[src/rtl/wvb_hdr_bundle_2_builder.sv]
// ---------------------------------------------------------------------------
// wvb_hdr_bundle_2_builder
//
// Waveform-buffer header builder for one mDOM digitizer channel. Captures the
// per-waveform metadata at trigger time and the stop address at end of
// waveform, then writes one packed 80-bit "bundle 2" header into the
// downstream header FIFO.
//
// Bundle layout (LSB first):
//   [48:0]  evt_ltc     [59:49] start_addr   [70:60] stop_addr
//   [72:71] trig_src    [73]    cnst_run     [78:74] pre_conf   [79] sync_rdy
//
// Ports:
//   clk, rst        system clock, synchronous active-high reset
//   ltc             free-running local time counter (49 b)
//   wvb_wr_addr     current waveform buffer write address
//   trig            single-cycle start-of-waveform pulse
//   trig_done       single-cycle last-sample-written pulse
//   trig_src_in, cnst_run_in, pre_conf_in, sync_rdy_in
//                   per-waveform metadata, sampled on an accepted trig
//   hdr_full        header FIFO full
//   hdr_data        packed header bundle
//   hdr_wr_en       header FIFO write strobe (combinational with hdr_full)
//   busy            high while a waveform is open or its header is pending
//   drop_cnt        number of triggers that arrived while busy
//
// Build option:
//   WVB_HDR_DROP_CNT_EN  when defined, drop_cnt is a saturating 16-bit
//                        counter of dropped triggers; otherwise it is tied
//                        to zero and no counter is built.
// ---------------------------------------------------------------------------
module wvb_hdr_bundle_2_builder #(
  parameter int ADDR_W  = 11,
  parameter int MAX_LEN = 2047
) (
  input  logic              clk,
  input  logic              rst,
  input  logic [48:0]       ltc,
  input  logic [ADDR_W-1:0] wvb_wr_addr,
  input  logic              trig,
  input  logic              trig_done,
  input  logic [1:0]        trig_src_in,
  input  logic              cnst_run_in,
  input  logic [4:0]        pre_conf_in,
  input  logic              sync_rdy_in,
  input  logic              hdr_full,
  output logic [79:0]       hdr_data,
  output logic              hdr_wr_en,
  output logic              busy,
  output logic [15:0]       drop_cnt
);

  // Span counter only has to reach MAX_LEN-1 before the forced stop.
  localparam int SPAN_W = (MAX_LEN > 2) ? $clog2(MAX_LEN) : 1;
  localparam logic [SPAN_W-1:0] SPAN_LAST = SPAN_W'(MAX_LEN - 1);

  typedef enum logic [1:0] {
    IDLE   = 2'd0,
    ACTIVE = 2'd1,
    WRITE  = 2'd2
  } state_t;

  state_t state_reg;
  state_t state_next;

  logic [48:0]       evt_ltc_reg;
  logic [ADDR_W-1:0] start_addr_reg;
  logic [ADDR_W-1:0] stop_addr_reg;
  logic [1:0]        trig_src_reg;
  logic              cnst_run_reg;
  logic [4:0]        pre_conf_reg;
  logic              sync_rdy_reg;
  logic [SPAN_W-1:0] span_reg;

  logic accept;
  logic stop_hit;

  assign accept   = (state_reg == IDLE) && trig;
  // trig_done takes priority over a coincident trig: the trig is simply
  // not accepted because we are not in IDLE.
  assign stop_hit = (state_reg == ACTIVE) && (trig_done || (span_reg == SPAN_LAST));

  // -------------------------------------------------------------------------
  // State register
  // -------------------------------------------------------------------------
  always_ff @(posedge clk) begin
    if (rst) begin
      state_reg <= IDLE;
    end else begin
      state_reg <= state_next;
    end
  end

  // -------------------------------------------------------------------------
  // Next-state logic
  // -------------------------------------------------------------------------
  always_comb begin
    state_next = state_reg;
    unique case (state_reg)
      IDLE:    if (trig)      state_next = ACTIVE;
      ACTIVE:  if (stop_hit)  state_next = WRITE;
      WRITE:   if (!hdr_full) state_next = IDLE;
      default:                state_next = IDLE;
    endcase
  end

  // -------------------------------------------------------------------------
  // Output logic
  // -------------------------------------------------------------------------
  always_comb begin
    busy      = (state_reg != IDLE);
    hdr_wr_en = (state_reg == WRITE) && !hdr_full;
  end

  // -------------------------------------------------------------------------
  // Header field capture
  // -------------------------------------------------------------------------
  always_ff @(posedge clk) begin
    if (rst) begin
      evt_ltc_reg    <= '0;
      start_addr_reg <= '0;
      stop_addr_reg  <= '0;
      trig_src_reg   <= '0;
      cnst_run_reg   <= 1'b0;
      pre_conf_reg   <= '0;
      sync_rdy_reg   <= 1'b0;
      span_reg       <= '0;
    end else begin
      if (accept) begin
        evt_ltc_reg    <= ltc;
        // Pretrigger samples precede the trigger address; the buffer is a
        // ring, so the subtraction wraps modulo the address space.
        start_addr_reg <= wvb_wr_addr - ADDR_W'(pre_conf_in);
        trig_src_reg   <= trig_src_in;
        cnst_run_reg   <= cnst_run_in;
        pre_conf_reg   <= pre_conf_in;
        sync_rdy_reg   <= sync_rdy_in;
        span_reg       <= '0;
      end else if (state_reg == ACTIVE) begin
        span_reg <= span_reg + SPAN_W'(1);
      end

      if (stop_hit) begin
        stop_addr_reg <= wvb_wr_addr;
      end
    end
  end

  assign hdr_data = {sync_rdy_reg, pre_conf_reg, cnst_run_reg, trig_src_reg,
                     stop_addr_reg, start_addr_reg, evt_ltc_reg};

  // -------------------------------------------------------------------------
  // Dropped-trigger counter
  // -------------------------------------------------------------------------
`ifdef WVB_HDR_DROP_CNT_EN
  logic        drop_evt;
  logic [15:0] drop_cnt_reg;

  assign drop_evt = trig && (state_reg != IDLE);

  always_ff @(posedge clk) begin
    if (rst) begin
      drop_cnt_reg <= 16'h0000;
    end else if (drop_evt && (drop_cnt_reg != 16'hFFFF)) begin
      drop_cnt_reg <= drop_cnt_reg + 16'h0001;
    end
  end

  assign drop_cnt = drop_cnt_reg;
`else
  assign drop_cnt = 16'h0000;
`endif

endmodule

[config.mk]
export PLATFORM = sky130hd
export DESIGN_NAME = wvb_hdr_bundle_2_builder
export DESIGN_NICKNAME = d
export VERILOG_FILES = /design/src/rtl/wvb_hdr_bundle_2_builder.sv
export SDC_FILE = /design/constraint.sdc
export NUM_CORES = 1
export LEC_CHECK = 0
export CORE_MARGIN = 2
export CORE_UTILIZATION = 30
export CTS_CLUSTER_DIAMETER = 200
export DETAILED_ROUTE_END_ITERATION = 12
export GPL_TIMING_DRIVEN = 0
export PLACE_DENSITY = 0.73
export SLEW_MARGIN = 20
export SYNTH_ARGS = -nofsm -noshare
export SYNTH_HDL_FRONTEND = slang
export SYNTH_SLANG_ARGS = --single-unit
[constraint.sdc]
create_clock -name clk -period 2.5 [get_ports clk]
set_input_delay 0.75 -clock clk [delete_from_list [all_inputs] [get_ports clk]]
set_output_delay 0.75 -clock clk [all_outputs]
set_load 0.01 [all_outputs]
==> results of run 1 <==
[layout make-up]
cell class / instances / area, um2
fill: 1264 / 6540
sequential: 93 / 1860
multi-input combinational: 336 / 1840
timing repair buffer: 159 / 1590
buffer: 47 / 251
clock buffer: 12 / 246
tap: 172 / 215
clock inverter: 4 / 47.5
inverter: 8 / 30.0
[worst max-delay path by stage]
stage | depth (start not counted) | slack, ps | endpoint
after floorplan | 8 | 60 | start_addr_reg[10]
after global placement | 8 | -550 | start_addr_reg[10]
after detailed placement | 9 | -580 | start_addr_reg[10]
after CTS | 8 | -110 | start_addr_reg[10]
after global routing | 9 | -10 | start_addr_reg[10]
final | 9 | 70 | start_addr_reg[10]
[power by group]
part / internal [mW] / switching (mW)
Sequential: 1.57 / 0.0503
Combinational: 0.381 / 0.336
Clock: 0.799 / 0.558
Total: 2.75 / 0.945
[per-stage QoR]
step | TNS (ps) | hold slack [ps] | worst slack, ps | power [mW]
after CTS | -146 | 455 | -106 | 3.74
after global placement | -6640 | 441 | -552 | 2.34
after floorplan | 0 | 437 | 64.4 | 1.97
after detailed placement | -9420 | 446 | -577 | 2.36
after global routing | -24.9 | 472 | -12.1 | 3.87
final | 0 | 453 | 72.4 | 3.70
[critical path: stages]
cell and delay [ps]:
dlygate4sd2_1 250, inv_1 60, ha_2 170, inv_1 50
fa_2 380, a211oi_2 250, nor2_2 80, or4_1 420
a311oi_2 260
[layout by cell type (no fill, tap or decap), types with 6 or more instances in the layout]
cell type,instances
clkbuf_16,9
clkbuf_1,25
nor2_1,21
inv_1,7
xor2_1,10
nand2_1,123
buf_4,22
a21oi_1,63
conb_1,16
clkdlybuf4s50_1,150
buf_2,6
nand2b_1,23
dfxtp_1,93
mux2i_1,11
a211oi_1,6
[cell families (layout without fill, tap and decap cells)]
logic type	after synthesis	in the layout	share of synthesized area, %
buffers and inverters	55	230	7.23
other	1	16	0.0964
XOR/XNOR	12	12	2.70
AND/OR/NAND/NOR	201	201	23.7
flip-flops	93	93	47.8
multiplexers	11	11	2.83
AO/OA/AOI/OAI	88	88	12.8
adder cells (fa/ha/maj)	8	8	2.77
[what timing repair did]
item / CTS / global route
setup buffers: 1 / 3
pin swaps: 3 / 7
endpoints found under the setup margin: 6 / 7
gates resized for setup: 4 / 12
hold buffers: 0 / 0
[layer usage]
metal,global-route usage [%],vias up
li1,-,1892
met1,18.5,1695
met2,27.8,130
met3,6.54,14
met4,6.48,0
met5,0,-
==> impl_metrics.yaml, run 1 <==
status:
  status: "complete, no violations"
clock_tree:
  cts_buffers: 9
  clock-sinks: 93
  cts_tree: "built"
  clkLatencyLatePin_ps: 340
  cts_root_buf: "clkbuf_16"
  cts.clk_slew.worst_paths_ps: 60
  cts.htree.levels: 3
  cts.path.max_buffers: 2
run:
  drv_cap: 0
yosys:
  synth.most_common_cell: "nand2_1"
  syn_area_per_cell_um2: 8.30
  ys.flop_type: "dfxtp_1"
  synth_edf_count: 0
  ys_types: 41
  yosysSeqAreaShare_pct: 47.8
  yosys_warnings: 0
  netlist.area_leader.share_pct: 47.8
  synth.largest_area_cell: "dfxtp_1"
  netlist_top_cells_count: "nand2_1 (124), dfxtp_1 (93), a21oi_1 (63)"
  ys_seq_elements: 93
  async_flop_share_pct: 0
  syn_area_mm2: 0.00389
  synthTopCellsByArea: "dfxtp_1 (48%), nand2_1 (12%), a21oi_1 (8.1%)"
  postSynthCellCount: 469
setup_path:
  start_kind: "input port"
  crit_arrival_ps: 2680
  worst-path-max-fanout: 3
  crit_start: "wvb_wr_addr[0]"
  r2r_end: "stop_addr_reg[9]"
  reg2reg_slack_ps: 630
  endpoint_kind: "flip-flop"
  reg2regPathDepth: 7
  crit_type: "in -> reg"
  cp.required_ps: 2750
  r2r_start: "span_reg[0]"
cells_and_area:
  drive_gt1_share_pct: 8.35
  largest_reg_flops: 49
  design_area_mm2: 0.00608
  instances_no_fill: 831
  diodes: 0
  finish.utilization_pct: 48.2
  final_nets: 736
  synthToLayoutAreaGrowth_pct: 56.2
min_path:
  whs_endpoint: "evt_ltc_reg[7]"
  hold_class: "reg -> reg"
  hold_start: "evt_ltc_reg[7]"
  holdPathStages: 2
timing:
  setup_viol: 0
  period_minus_slack_ps: 2430
  tightestPinTransition_ps: 618
  fin_skew_ps: 4.00
  max_freq_mhz: 412
  relSlewSlack_pct: 58.8
  maxSlewViolCount: 0
  finalHoldViolCount: 0
  min_period_over_period_pct: 97.1
power_and_ir_drop:
  power_density_mw_per_mm2: 608
  leakage_nw: 2.36
  ir_drop_uv: 364
placed_design:
  place_inst: 811
  place.port_buffers: 155
  gp_congestion: 0.768
  placed_area_mm2: 0.00572
  place_hpwl_um: 8720
drt:
  drc: 0
  vias_per_cell: 4.49
  drtAntennaViolNets: 0
  met3_length_um: 999
  drt_iter0_markers: 136
  wl_met2_um: 5550
  top_layer_used: "met4"
  dr.pass1.iters: 4
  wl_met1_um: 4700
  route.vias.total: 3731
  avgRoutedWirePerCell_um: 13.7
  wl_um: 11400
grt:
  grt_pass1_vias: 3657
  overflow: 0
  grtUsageTotal_pct: 16.4
  antenna_found_initial: 0
  grt_pass1_wl_um: 18300
  grt_max_degree: 15
floorplanning:
  die_w_um: 118
  pin_count: 172
  die_h_um: 118
  initial_utilization_pct: 30.8
  core_mm2: 0.0126
  fp-row-count: 41
  fp.dieArea_mm2: 0.0139
No activity file was read; power rests on OpenSTA's default activity.
==> run 2: changes to the inputs <==
--- a/config.mk
+++ b/config.mk
@@ -5,6 +5,7 @@
 export SDC_FILE = /design/constraint.sdc
 export NUM_CORES = 1
 export LEC_CHECK = 0
+export CAP_MARGIN = 10
 export CORE_MARGIN = 2
 export CORE_UTILIZATION = 30
 export CTS_CLUSTER_DIAMETER = 200
==> results of run 2 <==
Same layout as run 1: the final DEF is identical, and so are final timing and power.
==> run 3: changes to the inputs <==
--- a/config.mk
+++ b/config.mk
@@ -11,7 +11,7 @@
 export CTS_CLUSTER_DIAMETER = 200
 export DETAILED_ROUTE_END_ITERATION = 12
 export GPL_TIMING_DRIVEN = 0
-export PLACE_DENSITY = 0.73
+export PLACE_DENSITY = 0.71
 export SLEW_MARGIN = 20
 export SYNTH_ARGS = -nofsm -noshare
 export SYNTH_HDL_FRONTEND = slang
==> constraint.sdc (replaced) <==
create_clock -name clk -period 2.7 [get_ports clk]
set_input_delay 0.81 -clock clk [delete_from_list [all_inputs] [get_ports clk]]
set_output_delay 0.81 -clock clk [all_outputs]
set_load 0.01 [all_outputs]
==> impl_metrics.yaml, run 3 (same netlist as run 1, synthesis figures left out) <==
cells_and_area:
  diodes: 0
  largest_reg_flops: 49
  num-fill-cells: 1277
  synthToLayoutAreaGrowth_pct: 56.2
  design_area_mm2: 0.00608
  final_common_cell: "clkdlybuf4s50_1"
  final_nets: 735
  drive_gt1_share_pct: 7.90
  final_cell_mix: "clkdlybuf4s50_1 (152), nand2_1 (124), dfxtp_1 (93)"
  finish.utilization_pct: 48.2
floorplanning:
  pin_count: 172
  fp-row-count: 41
  initial_utilization_pct: 30.8
  die_h_um: 118
  core_mm2: 0.0126
  die_w_um: 118
  fp.dieArea_mm2: 0.0139
drt:
  vias_per_cell: 4.51
  top_layer_used: "met4"
  drc: 0
  wl_met2_um: 5610
  drtAntennaViolNets: 0
  met3_length_um: 814
  route.vias.total: 3743
  avgRoutedWirePerCell_um: 13.9
  wl_um: 11600
  wl_met1_um: 4960
  drt_iter0_markers: 113
  dr.pass1.iters: 4
timing:
  max_freq_mhz: 378
  relSlewSlack_pct: 57.9
  whs_ps: 454
  finalHoldViolCount: 0
  fin_skew_ps: 4.54
  setup_viol: 0
  tightestPinTransition_ps: 631
  maxSlewViolCount: 0
  min_period_over_period_pct: 97.9
  period_minus_slack_ps: 2640
setup_path:
  endpoint_kind: "flip-flop"
  crit_type: "in -> reg"
  crit_start: "pre_conf_in[3]"
  cp_cell_sequence: "clkdlybuf4s50_1 -> inv_1 -> ha_1 -> o21ai_0 -> nor2_2 -> or4_1 -> a311oi_2"
  crit_buf_inv: 2
  cpMaxStageDelayCell: "or4_1"
  worst-path-stages: 7
  reg2regPathDepth: 7
  r2r_start: "span_reg[0]"
  crit_arrival_ps: 2910
  crit_family: "compound AO/OA/AOI/OAI gates"
  worst-path-max-fanout: 6
  cp_slowest_stage_delay_ps: 500
  start_kind: "input port"
  cp.required_ps: 2970
power_and_ir_drop:
  intPower_mw: 2.57
  power_frac_comb_pct: 18.9
  ir_drop_uv: 315
  p_sw_mw: 0.918
  power_frac_clock_pct: 38.1
  p_seq_share_pct: 43.0
  power_density_mw_per_mm2: 575
  leakage_nw: 2.35
  switching_share_pct: 26.3
placed_design:
  place_hpwl_um: 8710
  placed_area_mm2: 0.00571
  place.port_buffers: 155
  gp_congestion: 0.761
grt:
  grt_pass1_wl_um: 18100
  antenna_found_initial: 0
  grtUsageTotal_pct: 16.2
  overflow: 0
  grt_max_degree: 16
  grt_pass1_vias: 3646
min_path:
  holdPathStages: 2
  hold_class: "reg -> reg"
  hold_start: "start_addr_reg[4]"
clock_tree:
  cts_tree: "built"
  cts_root_buf: "clkbuf_16"
  cts.path.max_buffers: 2
  clock-sinks: 93
  cts_buffers: 9
  cts.htree.levels: 3
  cts.clk_slew.worst_paths_ps: 70
  clkLatencyLatePin_ps: 350
status:
  status: "complete, no violations"
run:
  drv_cap: 0
-- run 3: cell count changes in the layout (fill, tap and decap cells not counted), sizes merged --
cell           delta
buf               -1
clkbuf            -1
clkdlybuf4s50     +2
clkinvlp          +1
dlygate4sd2       -1
dlymetal6s2s      -1
-- run 3: metal layers --
layer	vias up	track usage, %
met1	1725	18.8
met5	-	0
li1	1886	-
met2	115	27.5
met4	0	5.87
met3	17	5.47
-- run 3: cell type report --
| cell class | instances | area (um2) | area share (%) |
|---|---|---|---|
| buffer | 47 | 251 | 4.14 |
| clock buffer | 11 | 253 | 4.16 |
| clock inverter | 5 | 58.8 | 0.968 |
| inverter | 8 | 30.0 | 0.494 |
| multi-input combinational | 336 | 1830 | 30.1 |
| sequential | 93 | 1860 | 30.6 |
| tap | 172 | 215 | 3.54 |
| timing repair buffer | 158 | 1580 | 26.0 |
-- run 3: power groups by stage --
stage	logic (mW)	registers [mW]	clock network [mW]
3_5_place_dp	0.649	1.53	0
3_3_place_gp	0.637	1.53	0
4_1_cts	0.653	1.50	1.35
6_report	0.658	1.50	1.33
5_1_grt	0.717	1.51	1.41
2_1_floorplan	0.260	1.56	0
-- run 3: timing repair --
action / CTS / global route
pin swaps: 0 / 6
gates cloned: 0 / 0
hold buffers: 0 / 0
hold endpoints to repair: 0 / 0
setup endpoints to repair: 3 / 4
setup buffers: 0 / 3
gates resized for setup: 2 / 8
-- run 3: worst reg2reg max path: cells and delay by family (launching register included) --
kind                     cells  cell delay (ps)
flip-flops                   1              390
AO/OA/AOI/OAI                1              330
AND/OR/NAND/NOR              2              340
adder cells (fa/ha/maj)      1              190
buffers and inverters        2              380
multiplexers                 1              220
-- run 3: through the flow --
stage | cells | setup TNS [ps] | setup slack, ps | power, mW
global route | 830 | -18.1 | -18.1 | 3.64
detailed placement | 811 | -3260 | -517 | 2.18
CTS | 827 | -76.9 | -76.9 | 3.51
floorplan | 484 | 0 | 133 | 1.82
finish | 830 | 0 | 55.7 | 3.49
global placement | 811 | -2590 | -533 | 2.17
-- run 3: worst paths after layout --
| kind | end | slack [ps] |
|---|---|---|
| setup reg to reg | stop_addr_reg[6] | 780 |
| hold / removal | start_addr_reg[4] | 450 |
| hold reg to reg | start_addr_reg[4] | 450 |
| setup / recovery | start_addr_reg[10] | 60 |
